<file path="config.mk">
export PLATFORM = sky130hd
export DESIGN_NAME = bm_rng_ctrl
export DESIGN_NICKNAME = d
export VERILOG_FILES = /design/src/rtl/bm_rng_ctrl.sv
export SDC_FILE = /design/constraint.sdc
export NUM_CORES = 1
export LEC_CHECK = 0
export BUFFER_PORTS_ARGS = -buffer_cell sky130_fd_sc_hd__buf_2
export CORE_MARGIN = 4
export CORE_UTILIZATION = 50
export DETAILED_ROUTE_END_ITERATION = 6
export MAX_ROUTING_LAYER = met4
export PLACE_DENSITY_LB_ADDON = 0.12
export SLEW_MARGIN = 20
export SYNTH_ARGS = -nofsm -noshare
export SYNTH_HDL_FRONTEND = slang
export SYNTH_SLANG_ARGS = --single-unit
</file>
<file path="constraint.sdc">
create_clock -name clk -period 4.2 [get_ports clk]
set_clock_uncertainty 0.05 [all_clocks]
set_input_delay 0.63 -clock clk [delete_from_list [all_inputs] [get_ports clk]]
set_output_delay 0.63 -clock clk [all_outputs]
set_load 0.05 [all_outputs]
</file>
<file path="src/rtl/bm_rng_ctrl.sv">
// Bring-up sequencer and two-requester sample arbiter for a Box-Muller Gaussian RNG.
// Owns the seed registers, the generator reset, and the registered grant path.
module bm_rng_ctrl #(
    parameter int INIT_CYCLES  = 2,
    parameter int WARM_TIMEOUT = 15
) (
    input  logic        clk,
    input  logic        reset,
    input  logic        cfg_wr,
    input  logic [2:0]  cfg_addr,
    input  logic [31:0] cfg_data,
    input  logic        start,
    input  logic        stop,
    output logic [31:0] seed_0,
    output logic [31:0] seed_1,
    output logic [31:0] seed_2,
    output logic [31:0] seed_3,
    output logic [31:0] seed_4,
    output logic [31:0] seed_5,
    output logic        rng_reset,
    input  logic        rng_valid,
    input  logic [15:0] rng_x0,
    input  logic [15:0] rng_x1,
    input  logic        req0,
    input  logic        req1,
    output logic        gnt0,
    output logic        gnt1,
    output logic [31:0] sample_out,
    output logic [2:0]  state,
    output logic [15:0] sample_cnt
);

    // state | meaning
    // IDLE  | generator held in reset, seed registers writable
    // INIT  | generator reset held for INIT_CYCLES cycles
    // WARM  | reset released, waiting for first rng_valid (bounded by WARM_TIMEOUT)
    // RUN   | arbitrating samples between requesters 0 and 1
    // ERR   | warm-up timed out; only stop leaves this state
    typedef enum logic [2:0] {
        S_IDLE = 3'd0,
        S_INIT = 3'd1,
        S_WARM = 3'd2,
        S_RUN  = 3'd3,
        S_ERR  = 3'd4
    } state_t;

    localparam int IW = (INIT_CYCLES > 1) ? $clog2(INIT_CYCLES) : 1;
    localparam int WW = (WARM_TIMEOUT > 1) ? $clog2(WARM_TIMEOUT + 1) : 1;
    localparam logic [IW-1:0] INIT_LOAD = IW'(INIT_CYCLES - 1);
    localparam logic [WW-1:0] WARM_LAST = WW'(WARM_TIMEOUT - 1);

    state_t        state_q, state_d;
    logic [IW-1:0] init_cnt_q;
    logic [WW-1:0] warm_cnt_q;
    logic          last_q;
    logic          gnt0_q, gnt1_q;
    logic [31:0]   sample_q;
    logic [15:0]   cnt_q;
    logic [31:0]   seed_q [6];
    logic          dec_en;
    logic          pick0;

    always_comb begin
        state_d = state_q;
        case (state_q)
            S_IDLE: if (start) state_d = S_INIT;
            S_INIT: if (init_cnt_q == '0) state_d = S_WARM;
            S_WARM: begin
                if (rng_valid)
                    state_d = S_RUN;
                else if (warm_cnt_q == WARM_LAST)
                    state_d = S_ERR;
            end
            S_RUN:   state_d = S_RUN;
            S_ERR:   state_d = S_ERR;
            default: state_d = S_IDLE;
        endcase
        if (stop)
            state_d = S_IDLE;
    end

    always_ff @(posedge clk) begin
        if (reset)
            state_q <= S_IDLE;
        else
            state_q <= state_d;
    end

    // INIT length as a down-counter reloaded whenever the FSM is outside INIT.
    always_ff @(posedge clk) begin
        if (reset)
            init_cnt_q <= INIT_LOAD;
        else if (state_q != S_INIT)
            init_cnt_q <= INIT_LOAD;
        else if (init_cnt_q != '0)
            init_cnt_q <= init_cnt_q - 1'b1;
    end

    always_ff @(posedge clk) begin
        if (reset)
            warm_cnt_q <= '0;
        else if (state_q == S_WARM)
            warm_cnt_q <= warm_cnt_q + 1'b1;
        else
            warm_cnt_q <= '0;
    end

    // Decision cycle: a pending stop cancels it so nothing is granted after leaving RUN.
    assign dec_en = (state_q == S_RUN) && rng_valid && !stop && (req0 || req1);
    assign pick0  = req0 && (!req1 || last_q);

    always_ff @(posedge clk) begin
        if (reset) begin
            gnt0_q   <= 1'b0;
            gnt1_q   <= 1'b0;
            last_q   <= 1'b1;
            sample_q <= '0;
        end else begin
            gnt0_q <= dec_en && pick0;
            gnt1_q <= dec_en && !pick0;
            if (dec_en) begin
                last_q   <= !pick0;
                sample_q <= {rng_x0, rng_x1};
            end
        end
    end

    always_ff @(posedge clk) begin
        if (reset)
            cnt_q <= '0;
        else if (state_q == S_IDLE && state_d == S_INIT)
            cnt_q <= '0;
        else if (dec_en && cnt_q != 16'hFFFF)
            cnt_q <= cnt_q + 16'd1;
    end

    always_ff @(posedge clk) begin
        if (reset) begin
            for (int i = 0; i < 6; i++)
                seed_q[i] <= 32'hFFFF_FFFF;
        end else if (cfg_wr && state_q == S_IDLE) begin
            for (int i = 0; i < 6; i++)
                if (cfg_addr == 3'(i))
                    seed_q[i] <= cfg_data;
        end
    end

    assign seed_0     = seed_q[0];
    assign seed_1     = seed_q[1];
    assign seed_2     = seed_q[2];
    assign seed_3     = seed_q[3];
    assign seed_4     = seed_q[4];
    assign seed_5     = seed_q[5];
    assign rng_reset  = (state_q == S_IDLE) || (state_q == S_INIT) || (state_q == S_ERR);
    assign gnt0       = gnt0_q;
    assign gnt1       = gnt1_q;
    assign sample_out = sample_q;
    assign state      = state_q;
    assign sample_cnt = cnt_q;

endmodule

</file>
==> flow_summary.rst, run 1 <==
.. list-table::
   :header-rows: 1

   * - Metric
     - Value
   * - Status
     - completed
   * - CTS root buf
     - clkbuf_16
   * - Input/output buffers
     - 320
   * - Synth Area in XOR/XNOR
     - 0.001813
   * - Standard-cell row count
     - 50
   * - All-Layer GR Usage
     - 0.2357
   * - H-tree depth
     - 1
   * - Clock transition at the registers of the reported paths
     - 60 ps
   * - Core area
     - 18830 sq um
   * - Number of placed I/O pins
     - 321
   * - Y dimension of the die
     - ~150 um
   * - Number of search-and-repair iterations in the first detailed-routing pass
     - 4
   * - Most instantiated flip-flop cell in the synthesis netlist
     - edfxtp_1
   * - Antenna violations before repair
     - 1
   * - Final Slew Violations
     - 0
   * - Slew @ Worst Pin
     - approximately 1000 ps
   * - Total congestion overflow
     - 0
   * - Worst IR drop on VDD
     - between 0.0003 and 0.0004 V
   * - Setup Buffers After CTS
     - 0
   * - Hpwl dp
     - between 15000 and 20000 um
   * - DR WL/cell
     - 19.22 um
   * - Filler Cell Count
     - 1415
   * - Type of element capturing the critical path
     - flop
   * - Finished layout cell area
     - 12370 sq um
   * - Worst hold slack across all endpoints
     - approximately 290 ps
   * - Via total after detailed routing
     - about 6600
   * - Area grow syn2layout
     - 28.10%
   * - Placed standard-cell area
     - 11510 sq um
   * - Main combinational cell family by area after synthesis
     - simple AND/OR/NAND/NOR gates
   * - Share of synthesized cell area in and, or, nand and nor gates
     - 0.2051
   * - CP max FO
     - 18
   * - Average vias per placed instance
     - between 5 and 6
   * - Seq cells post-synth
     - around 250
   * - Number of violations reported at the end of detailed-routing iteration 0
     - 298
   * - Final WL
     - about 25000 um
   * - Pwr/cell area
     - 432.4 nW/um^2
   * - Number of warnings reported in the yosys synthesis log
     - 0
   * - Via count of the first global-routing pass
     - between 6000 and 7000
   * - Number of nets in the layout
     - around 1100
   * - Worst reg2reg path endpoint
     - seed_q[3][8]
   * - Post-synthesis instance area
     - ~9700 sq um
   * - Setup Viol. Count Final
     - 0
   * - Worst hold path endpoint
     - state[2]
   * - Number of max-cap violations
     - 0
   * - Clock tree from TritonCTS
     - yes
   * - Crit Path Category
     - flop to flop
   * - Final period demand of the worst path
     - roughly 2700 ps
   * - Cell leakage power
     - ~4.0 nW
   * - Pin count of the biggest net entering global routing
     - roughly 40
   * - Share of the core filled with cells in the final layout
     - 0.6571
   * - Die width
     - ~150 um
   * - Sequential-to-total area share from yosys stat
     - 0.7192
   * - Peak clock frequency supported by timing
     - 366.4 MHz
   * - Path category of the worst min-delay check
     - input pin to flop
   * - Count of buffering cells on the critical path with inverters included
     - 1
   * - Clk_lat worst skew
     - around 520 ps
   * - Sequence of cells on the critical path
     - or4b_4 -> nor3b_2 -> nand3b_1 -> buf_4 -> or2_2
   * - Final cycle utilization of the critical path
     - 0.6499
   * - Worst EP required
     - roughly 4400 ps
   * - Hold buffer count at cts
     - 0
   * - Post-cts sizing count
     - 0
   * - CTS Sinks
     - roughly 250
   * - Adder-cell share of the synthesized area
     - 0.003886
   * - Count of final hold-check violations
     - 0
   * - Worst setup slack after layout
     - between 1000 and 1500 ps
   * - Worst setup slack for register-to-register paths
     - between 1000 and 1500 ps
   * - Post-synth ARST share
     - 0
   * - Startpoint of the worst register-to-register path
     - state[1]
   * - Average size of a mapped cell
     - between 10 and 15 sq um
   * - Post-synth EDFFs
     - roughly 190
   * - Critical path launch point type
     - flop
   * - Effective utilization at floorplan
     - 0.5130
   * - Multiplexer share of the synthesized area
     - 0.005181
   * - Stage delay of the slowest cell on the critical path
     - 590 ps
   * - Aggregate negative setup slack
     - 0 ps
   * - Number of remaining DRC errors
     - 0
   * - Number of buffers created by CTS
     - 26
   * - Number of nets in the synthesized netlist
     - around 800
   * - CP delay by family, top
     - simple AND/OR/NAND/NOR gates
   * - Worst slack after detailed placement
     - 1245 ps
   * - Share of post-route cells with drive strength above 1
     - 0.4905
   * - Complex-gate fraction of the synthesized area
     - 0.04456
   * - Largest buffer count on any clock path
     - 3
   * - Global-route wire length before repair
     - approximately 39000 um
   * - Final estimated routing congestion in global placement
     - around 0.81
   * - Cell count of the worst hold path
     - 2
   * - Gate count after technology mapping
     - between 700 and 800
   * - Data arrival at the endpoint of the critical path
     - 2950 ps
   * - Die Footprint
     - approximately 22000 sq um
   * - Slowest cell on the critical path
     - or4b_4
   * - Hold path startpoint
     - stop
   * - Count of antenna-violating nets left after detailed routing
     - 0
   * - Post-synth cell types
     - between 50 and 60
   * - Relative slew slack
     - 0.3203
   * - Setup repair after global routing missed its margin
     - no
   * - FF-to-FF path depth
     - 5
## cells by family after synthesis
family	Yosys count
AOI/OAI and AO/OA	72
xor gates and xnor gates	2
adders and majority gates	3
buffers and inverters	39
DFF	251
muxes	5
and+or+nand+nor	338
## metal layers
metal / GRT usage / up-vias / part of all wire
met5: - / - / 0
met4: 0.06524 / 0 / 0.019
met3: 0.05429 / 32 / 0.089
met2: 0.3992 / 293 / 0.49
met1: 0.2865 / 3144 / 0.40
li1: - / 3153 / -
## sequential cells by signal (all words and copies together) (netlist names)
signal	count
gnt0	1
gnt1	1
init_cnt_q	1
last_q	1
sample_cnt	16
sample_out	32
seed_q	192
state	3
warm_cnt_q	4
## final cells by class
| type | instances | area [sq um] | share of cell area |
|---|---|---|---|
| diodes | 1 | 2.502 | 0.0002022 |
| clock buffers | 30 | 686.9 | 0.05552 |
| clock inverters | 18 | 165.2 | 0.01335 |
| inverters | 5 | 18.77 | 0.001517 |
| multi-input cells | 420 | 2551 | 0.2062 |
| flip-flops and latches | 251 | 6947 | 0.5614 |
| well taps | 260 | 325.3 | 0.02629 |
| repair buffers | 330 | 1677 | 0.1355 |
## worst max path at each step
stage / from / end / slack, ps / depth (start not counted)
6_report: state[1] / seed_q[3][8] / 1470 / 5
5_1_grt: state[1] / seed_q[1][22] / 1250 / 4
4_1_cts: state[1] / seed_q[1][13] / 1430 / 4
3_5_place_dp: cfg_wr / seed_q[1][13] / 1240 / 5
3_3_place_gp: cfg_wr / seed_q[0][20] / 1300 / 5
2_1_floorplan: cfg_wr / seed_q[0][0] / 700 / 3
## power breakdown
part / switching (mW) / internal [mW] / total, mW
clock network: 0.927 / 1.35 / 2.28
registers: 0.0110 / 2.71 / 2.72
logic: 0.269 / 0.0811 / 0.350
total: 1.21 / 4.14 / 5.35
## cells in the mapped netlist (3+ instances only)
cell        n  area, sq um
inv_1       5        18.77
nand3_1     9        45.04
dfxtp_1    59         1181
o21ai_0     5        25.02
or4_1       6        45.04
nand2b_1   63        394.1
clkbuf_1   23        86.33
mux2i_1     5        50.05
nand2b_2    5        43.79
nor4b_1     3        26.28
or2_2     128        800.8
nor3_1      6        30.03
nor4_1      3        18.77
buf_6       6        67.56
nand3b_1    3        22.52
nand4_1     6        37.54
o31ai_1     5        37.54
a21oi_1    43        215.2
nand2_1    76        285.3
a21o_1      3        22.52
nor2_1     10        37.54
clkbuf_2    3        15.01
and4_1      4        35.03
ha_1        3        37.54
edfxtp_1  192         5766
## per-stage QoR
step                cells  total power, mW
floorplan             710            2.990
global placement     1266            3.122
detailed placement   1266            3.125
CTS                  1314            5.402
global route         1315            5.520
finish               1315            5.350
## cell usage in the layout, fill, tap and decap left out, types with 8 or more instances in the layout
cell       instances
buf_2            320
edfxtp_1         192
or2_2            128
nand2_1           76
nand2b_1          63
dfxtp_1           59
a21oi_1           43
clkbuf_16         27
nor2_1            10
buf_4             10
nand3_1            9
clkinv_2           8
Note: power is estimated with default switching activity, not from simulation.
==> run 2, diff against run 1 <==
- ABC_AREA: unset -> 1
- CORE_UTILIZATION: 50 -> 45
- clock period: 4.2 -> 2.3 ns (I/O delays scaled with it)
==> flow_summary.rst, run 2 <==
.. list-table::
   :header-rows: 1

   * - Metric
     - Value
   * - Average vias per placed instance
     - 4.861 (was 5.036)
   * - Number of warnings reported in the yosys synthesis log
     - 0 (unchanged)
   * - CTS root buf
     - clkbuf_16 (unchanged)
   * - Number of violations reported at the end of detailed-routing iteration 0
     - 388 (was 298)
   * - Gate count after technology mapping
     - 810 (was 710)
   * - Met3 demand-to-capacity share in global routing
     - 0.03986 (was 0.05429)
   * - Setup repair after global routing missed its margin
     - no (unchanged)
   * - Largest buffer count on any clock path
     - 3 (unchanged)
   * - Via total after detailed routing
     - 7029 (was 6622)
   * - Top cell type by total area after synthesis
     - edfxtp_1 (unchanged)
   * - Most frequently used cell type in the post-synthesis netlist
     - nand2_1 (was edfxtp_1)
   * - Final estimated routing congestion in global placement
     - 0.8344 (was 0.8081)
   * - Clock transition at the registers of the reported paths
     - 60 ps (about the same)
   * - Placed cell count
     - 1396 (was 1266)
   * - Count of antenna-violating nets left after detailed routing
     - 0 (unchanged)
   * - Global routing usage on met2
     - 0.3615 (was 0.3992)
   * - Share of post-route cells with drive strength above 1
     - 0.3708 (was 0.4905)
   * - Worst hold slack across all endpoints
     - 20.33 ps (was 288.6 ps)
   * - CP max FO
     - 15 (was 18)
   * - Global-route wire length before repair
     - 39260 um (was 38560 um)
   * - Crit Path Category
     - flop to flop (unchanged)
   * - GR peak layer
     - met2 (unchanged)
   * - All-Layer GR Usage
     - 0.2160 (was 0.2357)
   * - Number of placed I/O pins
     - 321 (unchanged)
   * - Leading post-synthesis cells by instance count
     - nand2_1 (316), edfxtp_1 (192), dfxtp_1 (59) (was edfxtp_1 (192), or2_2 (128), nand2_1 (76))
   * - Register containing the most flip-flops in the final layout
     - seed_q (unchanged)
   * - Post-synth ARST share
     - 0 (unchanged)
   * - Standard-cell row count
     - 52 (was 50)
   * - Critical path launch point type
     - flop (unchanged)
   * - Filler Cell Count
     - 1731 (was 1415)
   * - Placed standard-cell area
     - 11580 sq um (was 11510 sq um)
   * - Final Slew Violations
     - 0 (unchanged)
   * - Max FFs per register
     - 192 (unchanged)
   * - Hpwl dp
     - 17730 um (was 17440 um)
   * - Count of final hold-check violations
     - 0 (unchanged)
   * - Average size of a mapped cell
     - 11.72 sq um (was 13.60 sq um)
   * - Final WL
     - 25490 um (was 25280 um)
   * - Top cells by area in the synthesized netlist
     - edfxtp_1 (61%), nand2_1 (12%), dfxtp_1 (12%) (was edfxtp_1 (60%), dfxtp_1 (12%), or2_2 (8.3%))
   * - H-tree depth
     - 1 (unchanged)
   * - Pwr/cell area
     - 769.9 nW/um^2 (was 432.4 nW/um^2)
   * - Setup Viol. Count Final
     - 0 (unchanged)
   * - Sequential cell area
     - 6950 sq um (was 6947 sq um)
   * - Final cycle utilization of the critical path
     - 0.8469 (was 0.6499)
   * - Post-synth EDFFs
     - 192 (unchanged)
   * - Area grow syn2layout
     - 30.97% (was 28.10%)
   * - Via count of the first global-routing pass
     - 7031 (was 6732)
   * - Status
     - completed (unchanged)
   * - Post-route non-filler standard cell count
     - 1446 (was 1315)
   * - Clock tree from TritonCTS
     - yes (unchanged)
   * - Commonest non-fill, non-tap cells in the layout
     - buf_2 (320), nand2_1 (314), edfxtp_1 (192) (was buf_2 (320), edfxtp_1 (192), or2_2 (128))
   * - Relative slew slack
     - 0.7023 (was 0.3203)
   * - Number of nets in the synthesized netlist
     - 888 (was 788)
   * - Finished layout cell area
     - 12430 sq um (was 12370 sq um)
   * - Type of element capturing the critical path
     - flop (unchanged)
   * - Clk_lat worst skew
     - 510 ps (was 520 ps)
   * - Share of the synthesized area in the top cell type
     - 0.6074 (was 0.5969)
   * - Input/output buffers
     - 320 (unchanged)
   * - Global-route met1 utilization
     - 0.2699 (was 0.2865)
   * - Cell leakage power
     - 4.188 nW (was 4.028 nW)
   * - Post-synth cell types
     - 31 (was 55)
   * - Leading cell type in the layout, fill and taps excluded
     - buf_2 (unchanged)
   * - Total area of multi-input combinational cells
     - 2197 sq um (was 2551 sq um)
   * - Worst EP required
     - 2500 ps (was 4420 ps)
   * - Y dimension of the die
     - 153.2 um (was 147.0 um)
   * - Post-synthesis instance area
     - 9492 sq um (was 9659 sq um)
   * - Path category of the worst min-delay check
     - input pin to flop (unchanged)
   * - Aggregate negative setup slack
     - 0 ps (unchanged)
   * - Seq cells post-synth
     - 251 (unchanged)
   * - Core area
     - 20490 sq um (was 18830 sq um)
   * - Number of search-and-repair iterations in the first detailed-routing pass
     - 4 (unchanged)
   * - Total congestion overflow
     - 0 (unchanged)
   * - Final period demand of the worst path
     - 1948 ps (was 2729 ps)
   * - Slew @ Worst Pin
     - 446.0 ps (was 1020 ps)
   * - Post-cts sizing count
     - 0 (unchanged)
   * - Pin count of the biggest net entering global routing
     - 34 (was 41)
   * - Most instantiated flip-flop cell in the synthesis netlist
     - edfxtp_1 (unchanged)
   * - Number of buffers created by CTS
     - 25 (was 26)
   * - CTS Sinks
     - 251 (unchanged)
   * - DR WL/cell
     - 17.63 um (was 19.22 um)
   * - Peak clock frequency supported by timing
     - 513.4 MHz (was 366.4 MHz)
   * - Die Footprint
     - 23480 sq um (was 21610 sq um)
   * - Sequential-to-total area share from yosys stat
     - 0.7319 (was 0.7192)
   * - Worst IR drop on VDD
     - 0.0004544 V (was 0.0003211 V)
   * - Antenna violations before repair
     - 3 (was 1)
   * - Effective utilization at floorplan
     - 0.4631 (was 0.5130)
   * - Number of remaining DRC errors
     - 0 (unchanged)
   * - Number of max-cap violations
     - 0 (unchanged)
   * - Number of nets in the layout
     - 1232 (was 1112)
   * - Total chip power
     - 9.571 mW (was 5.350 mW)
   * - Data arrival at the endpoint of the critical path
     - 2150 ps (was 2950 ps)
   * - Die width
     - 153.2 um (was 147.0 um)
==> run 2: stage by stage <==
| stage | setup WS [ps] | utilization |
|---|---|---|
| 2_1_floorplan | 7.448 | - |
| 3_5_place_dp | 330.5 | 0.5649 |
| 3_3_place_gp | 352.1 | 0.5649 |
| 5_1_grt | 154.9 | 0.6065 |
| 4_1_cts | 337.3 | 0.6062 |
| 6_report | 352.1 | 0.6065 |
==> run 2: cell families (layout without fill, tap and decap cells) <==
| kind of cell | Yosys count | after routing | synth area share |
|---|---|---|---|
| adders and majority gates | 3 | 3 | 0.003955 |
| AOI/OAI and AO/OA | 62 | 62 | 0.03691 |
| other | 0 | 3 | 0 |
| DFF | 251 | 251 | 0.7319 |
| xor gates and xnor gates | 8 | 8 | 0.007382 |
| and+or+nand+nor | 398 | 398 | 0.1761 |
| buffers and inverters | 88 | 451 | 0.04376 |
==> run 2: timing repair <==
action                                 4_1_cts  5_1_grt
setup buffers                                0        0
hold buffers                                 1        0
endpoints found under the hold margin        1        0
==> run 2: final timing paths <==
path,startpoint,end,slack (ps),cells past startpoint
min,rng_x0[6],sample_out[22],20,3
min reg2reg,sample_out[21],sample_out[21],410,2
max reg2reg,state[1],seed_q[3][28],350,9
max,state[1],seed_q[3][28],350,9
==> run 2: cell type report <==
cell class	count	area share
clock inverters	11	0.007247
multi-input cells	471	0.1767
well taps	270	0.02718
clock buffers	35	0.05999
flip-flops and latches	251	0.5591
inverters	54	0.01631
diodes	3	0.0006039
repair buffers	351	0.1528
==> run 2: power breakdown <==
part	switching, mW	internal (mW)
clock	1.68	2.38
combinational	0.440	0.133
sequential	0.0141	4.92
total	2.13	7.44
==> run 2: critical path, cell delays in order (launching register included) <==
cell and delay, ps:
dfxtp_2 350, inv_2 80, nand2_1 100, nor2_4 140, nand3_2 220, nor2_1 190, nand2_1 130, nor2_4 100
buf_4 230, nand2_1 90
==> run 2: per-layer routing <==
layer  wire length (um)  vias up
met5                  0        -
met4                752        0
met3               1854       54
met2              12520      295
met1              10360     3300
li1                   -     3380
==> run 3, diff against run 2 <==
- clock period: 2.3 -> 1.7 ns (I/O delays scaled with it)
==> flow_summary.rst, run 3 (same netlist as run 2, synthesis figures left out) <==
.. list-table::
   :header-rows: 1

   * - Metric
     - Value
   * - Status
     - finished, violations left (was completed)
   * - Violations in the final reports
     - setup timing
   * - Clk_lat worst skew
     - 540 ps (was 510 ps)
   * - Leading cell type in the layout, fill and taps excluded
     - buf_2 (unchanged)
   * - Met3 demand-to-capacity share in global routing
     - 0.05089 (was 0.03986)
   * - Antenna violations before repair
     - 2 (was 3)
   * - Pin count of the biggest net entering global routing
     - 36 (was 34)
   * - Clock transition at the registers of the reported paths
     - 60 ps (about the same)
   * - Post-route non-filler standard cell count
     - 1503 (was 1446)
   * - Worst setup slack for register-to-register paths
     - -40 ps (was 350 ps)
   * - Internal power
     - 9.905 mW (was 7.436 mW)
   * - Number of buffers created by CTS
     - 26 (was 25)
   * - Via total after detailed routing
     - 7394 (was 7029)
   * - Stage delay of the slowest cell on the critical path
     - 350 ps (about the same)
   * - Hpwl dp
     - 17810 um (was 17730 um)
   * - Die Footprint
     - 23480 sq um (unchanged)
   * - Max FFs per register
     - 192 (unchanged)
   * - Count of antenna-violating nets left after detailed routing
     - 0 (unchanged)
   * - Input/output buffers
     - 320 (unchanged)
   * - Share of post-route cells with drive strength above 1
     - 0.3891 (was 0.3708)
   * - CP max FO
     - 13 (was 15)
   * - Path category of the worst min-delay check
     - input pin to flop (unchanged)
   * - Number of violations reported at the end of detailed-routing iteration 0
     - 426 (was 388)
   * - Critical path launch point type
     - flop (unchanged)
   * - DR WL/cell
     - 18.56 um (was 17.63 um)
   * - Depth of the critical timing path with buffers and inverters included
     - 8 (was 9)
   * - Die width
     - 153.2 um (unchanged)
   * - Number of remaining DRC errors
     - 0 (unchanged)
   * - Switch Pwr
     - 2.988 mW (was 2.135 mW)
   * - CTS Sinks
     - 251 (unchanged)
   * - Number of placed I/O pins
     - 321 (unchanged)
   * - All-Layer GR Usage
     - 0.2265 (was 0.2160)
   * - Total chip power
     - 12.89 mW (was 9.571 mW)
   * - Data arrival at the endpoint of the critical path
     - 1920 ps (was 2150 ps)
   * - Crit Path Category
     - flop to flop (unchanged)
   * - Filler Cell Count
     - 1655 (was 1731)
   * - Global routing usage on met2
     - 0.3825 (was 0.3615)
   * - Worst path most repeated cell
     - buf_4 (was nand2_1)
   * - GR peak layer
     - met2 (unchanged)
   * - Final period demand of the worst path
     - 1735 ps (was 1948 ps)
   * - H-tree depth
     - 1 (unchanged)
   * - Placed cell count
     - 1401 (was 1396)
   * - Sequence of cells on the critical path
     - inv_4 -> nand2_4 -> nor2_4 -> buf_4 -> nand2_8 -> o31ai_4 -> buf_4 -> clkbuf_16 (was inv_2 -> nand2_1 -> nor2_4 -> nand3_2 -> nor2_1 -> nand2_1 -> nor2_4 -> buf_4 -> nand2_1)
   * - Critical path startpoint
     - state[0] (was state[1])
   * - Area grow syn2layout
     - 40.40% (was 30.97%)
   * - Net switching fraction of the power
     - 0.2317 (was 0.2230)
   * - Setup repair after global routing missed its margin
     - yes (was no)
   * - Portion of total power attributed to sequential cells
     - 0.517 (was 0.515)
   * - Register containing the most flip-flops in the final layout
     - seed_q (unchanged)
   * - Worst IR drop on VDD
     - 0.0007183 V (was 0.0004544 V)
   * - Type of element capturing the critical path
     - flop (unchanged)
   * - Worst hold path endpoint
     - seed_q[2][15] (was sample_out[22])
   * - Clock tree from TritonCTS
     - yes (unchanged)
   * - Relative slew slack
     - 0.7438 (was 0.7023)
   * - CP delay by family, top
     - buffers and inverters (was simple AND/OR/NAND/NOR gates)
   * - Cell leakage power
     - 4.531 nW (was 4.188 nW)
   * - Final estimated routing congestion in global placement
     - 0.8525 (was 0.8344)
   * - Standard-cell row count
     - 52 (unchanged)
   * - Final Slew Violations
     - 0 (unchanged)
   * - Final cycle utilization of the critical path
     - 1.021 (was 0.8469)
   * - Average vias per placed instance
     - 4.919 (was 4.861)
   * - Slew @ Worst Pin
     - 383.4 ps (was 446.0 ps)
   * - Count of buffering cells on the critical path with inverters included
     - 4 (was 2)
   * - Sequential cell area
     - 6979 sq um (was 6950 sq um)
   * - Proportion of power drawn by combinational gates
     - 0.073 (was 0.060)
   * - Pwr/cell area
     - 967.5 nW/um^2 (was 769.9 nW/um^2)
   * - Number of search-and-repair iterations in the first detailed-routing pass
     - 5 (was 4)
   * - Core area
     - 20490 sq um (unchanged)
   * - Global-route met1 utilization
     - 0.2766 (was 0.2699)
   * - FF-to-FF path depth
     - 8 (was 9)
   * - Largest buffer count on any clock path
     - 3 (unchanged)
   * - Worst EP required
     - 1880 ps (was 2500 ps)
   * - Y dimension of the die
     - 153.2 um (unchanged)
   * - Worst setup slack after layout
     - -35.23 ps (was 352.1 ps)
   * - Worst reg2reg path endpoint
     - seed_q[4][16] (was seed_q[3][28])
   * - Hold path startpoint
     - cfg_data[15] (was rng_x0[6])
   * - Final WL
     - 27900 um (was 25490 um)
   * - Total area of multi-input combinational cells
     - 2328 sq um (was 2197 sq um)
   * - Aggregate negative setup slack
     - -859.8 ps (was 0 ps)
   * - Cell count of the worst hold path
     - 3 (unchanged)
   * - Commonest non-fill, non-tap cells in the layout
     - buf_2 (319), nand2_1 (301), edfxtp_1 (192) (was buf_2 (320), nand2_1 (314), edfxtp_1 (192))
   * - Portion of total power attributed to the clock network
     - 0.410 (was 0.425)
   * - Number of max-cap violations
     - 0 (unchanged)
   * - Slowest cell on the critical path
     - dfxtp_4 (was dfxtp_2)
   * - Total congestion overflow
     - 0 (unchanged)
   * - Peak clock frequency supported by timing
     - 576.3 MHz (was 513.4 MHz)
   * - Setup Viol. Count Final
     - 61 (was 0)
   * - Via count of the first global-routing pass
     - 7326 (was 7031)
   * - Number of nets in the layout
     - 1290 (was 1232)
   * - Worst hold slack across all endpoints
     - 21.22 ps (was 20.33 ps)
   * - Global-route wire length before repair
     - 41060 um (was 39260 um)
   * - Effective utilization at floorplan
     - 0.4631 (unchanged)
   * - Startpoint of the worst register-to-register path
     - state[0] (was state[1])
   * - CTS root buf
     - clkbuf_16 (unchanged)
   * - Count of final hold-check violations
     - 0 (unchanged)
## run 3: timing repair
item                       CTS  global route
gates resized for setup      4            23
pin swaps                    3             5
gates cloned                 1             8
setup endpoints to repair  228           338
hold endpoints to repair    41             0
buffers inserted             5             5
hold buffers                35             0
## run 3: worst reg2reg max path: cells and delay by family (launching register included)
family / cells / cell delay [ps]
compound gates: 1 / 240
flops: 1 / 350
buf+inv: 4 / 560
simple gates: 3 / 250
## run 3: per-stage QoR
stage	instance area, sq um	util	setup WS [ps]
global route	13330	0.6502	-82.33
global placement	11820	0.5768	2.423
detailed placement	11820	0.5768	-64.53
finish	13330	0.6502	-35.23
CTS	13060	0.6371	-12.19
floorplan	9644	-	-495.1
## run 3: cell type report
type                            instances  area share
Clock inverter                         15    0.008168
Sequential cell                       251      0.5237
Antenna cell                            2   0.0003756
Tap cell                              270     0.02535
Timing Repair Buffer                  407      0.2016
Clock buffer                           32     0.05051
Inverter                               54     0.01559
Multi-Input combinational cell        472      0.1747
## run 3: power groups by stage
stage / sequential (mW) / clock (mW) / combinational [mW]
6_report: 6.67 / 5.28 / 0.942
3_5_place_dp: 6.80 / 0 / 0.815
3_3_place_gp: 6.80 / 0 / 0.808
5_1_grt: 6.67 / 5.61 / 1.00
4_1_cts: 6.67 / 5.37 / 0.894
2_1_floorplan: 7.03 / 0 / 0.257
## run 3: per-layer routing
metal	up-vias	routed length [um]
li1	3510	-
met1	3494	10810
met2	345	14070
met3	45	2432
met4	0	588
met5	-	0
## run 3: worst max-delay path by stage
stage,endpoint,slack [ps]
after global routing,seed_q[3][29],-80
after detailed placement,seed_q[2][29],-60
final,seed_q[4][16],-40
after floorplan,seed_q[4][0],-500
after CTS,seed_q[4][14],-10
after global placement,seed_q[2][26],2
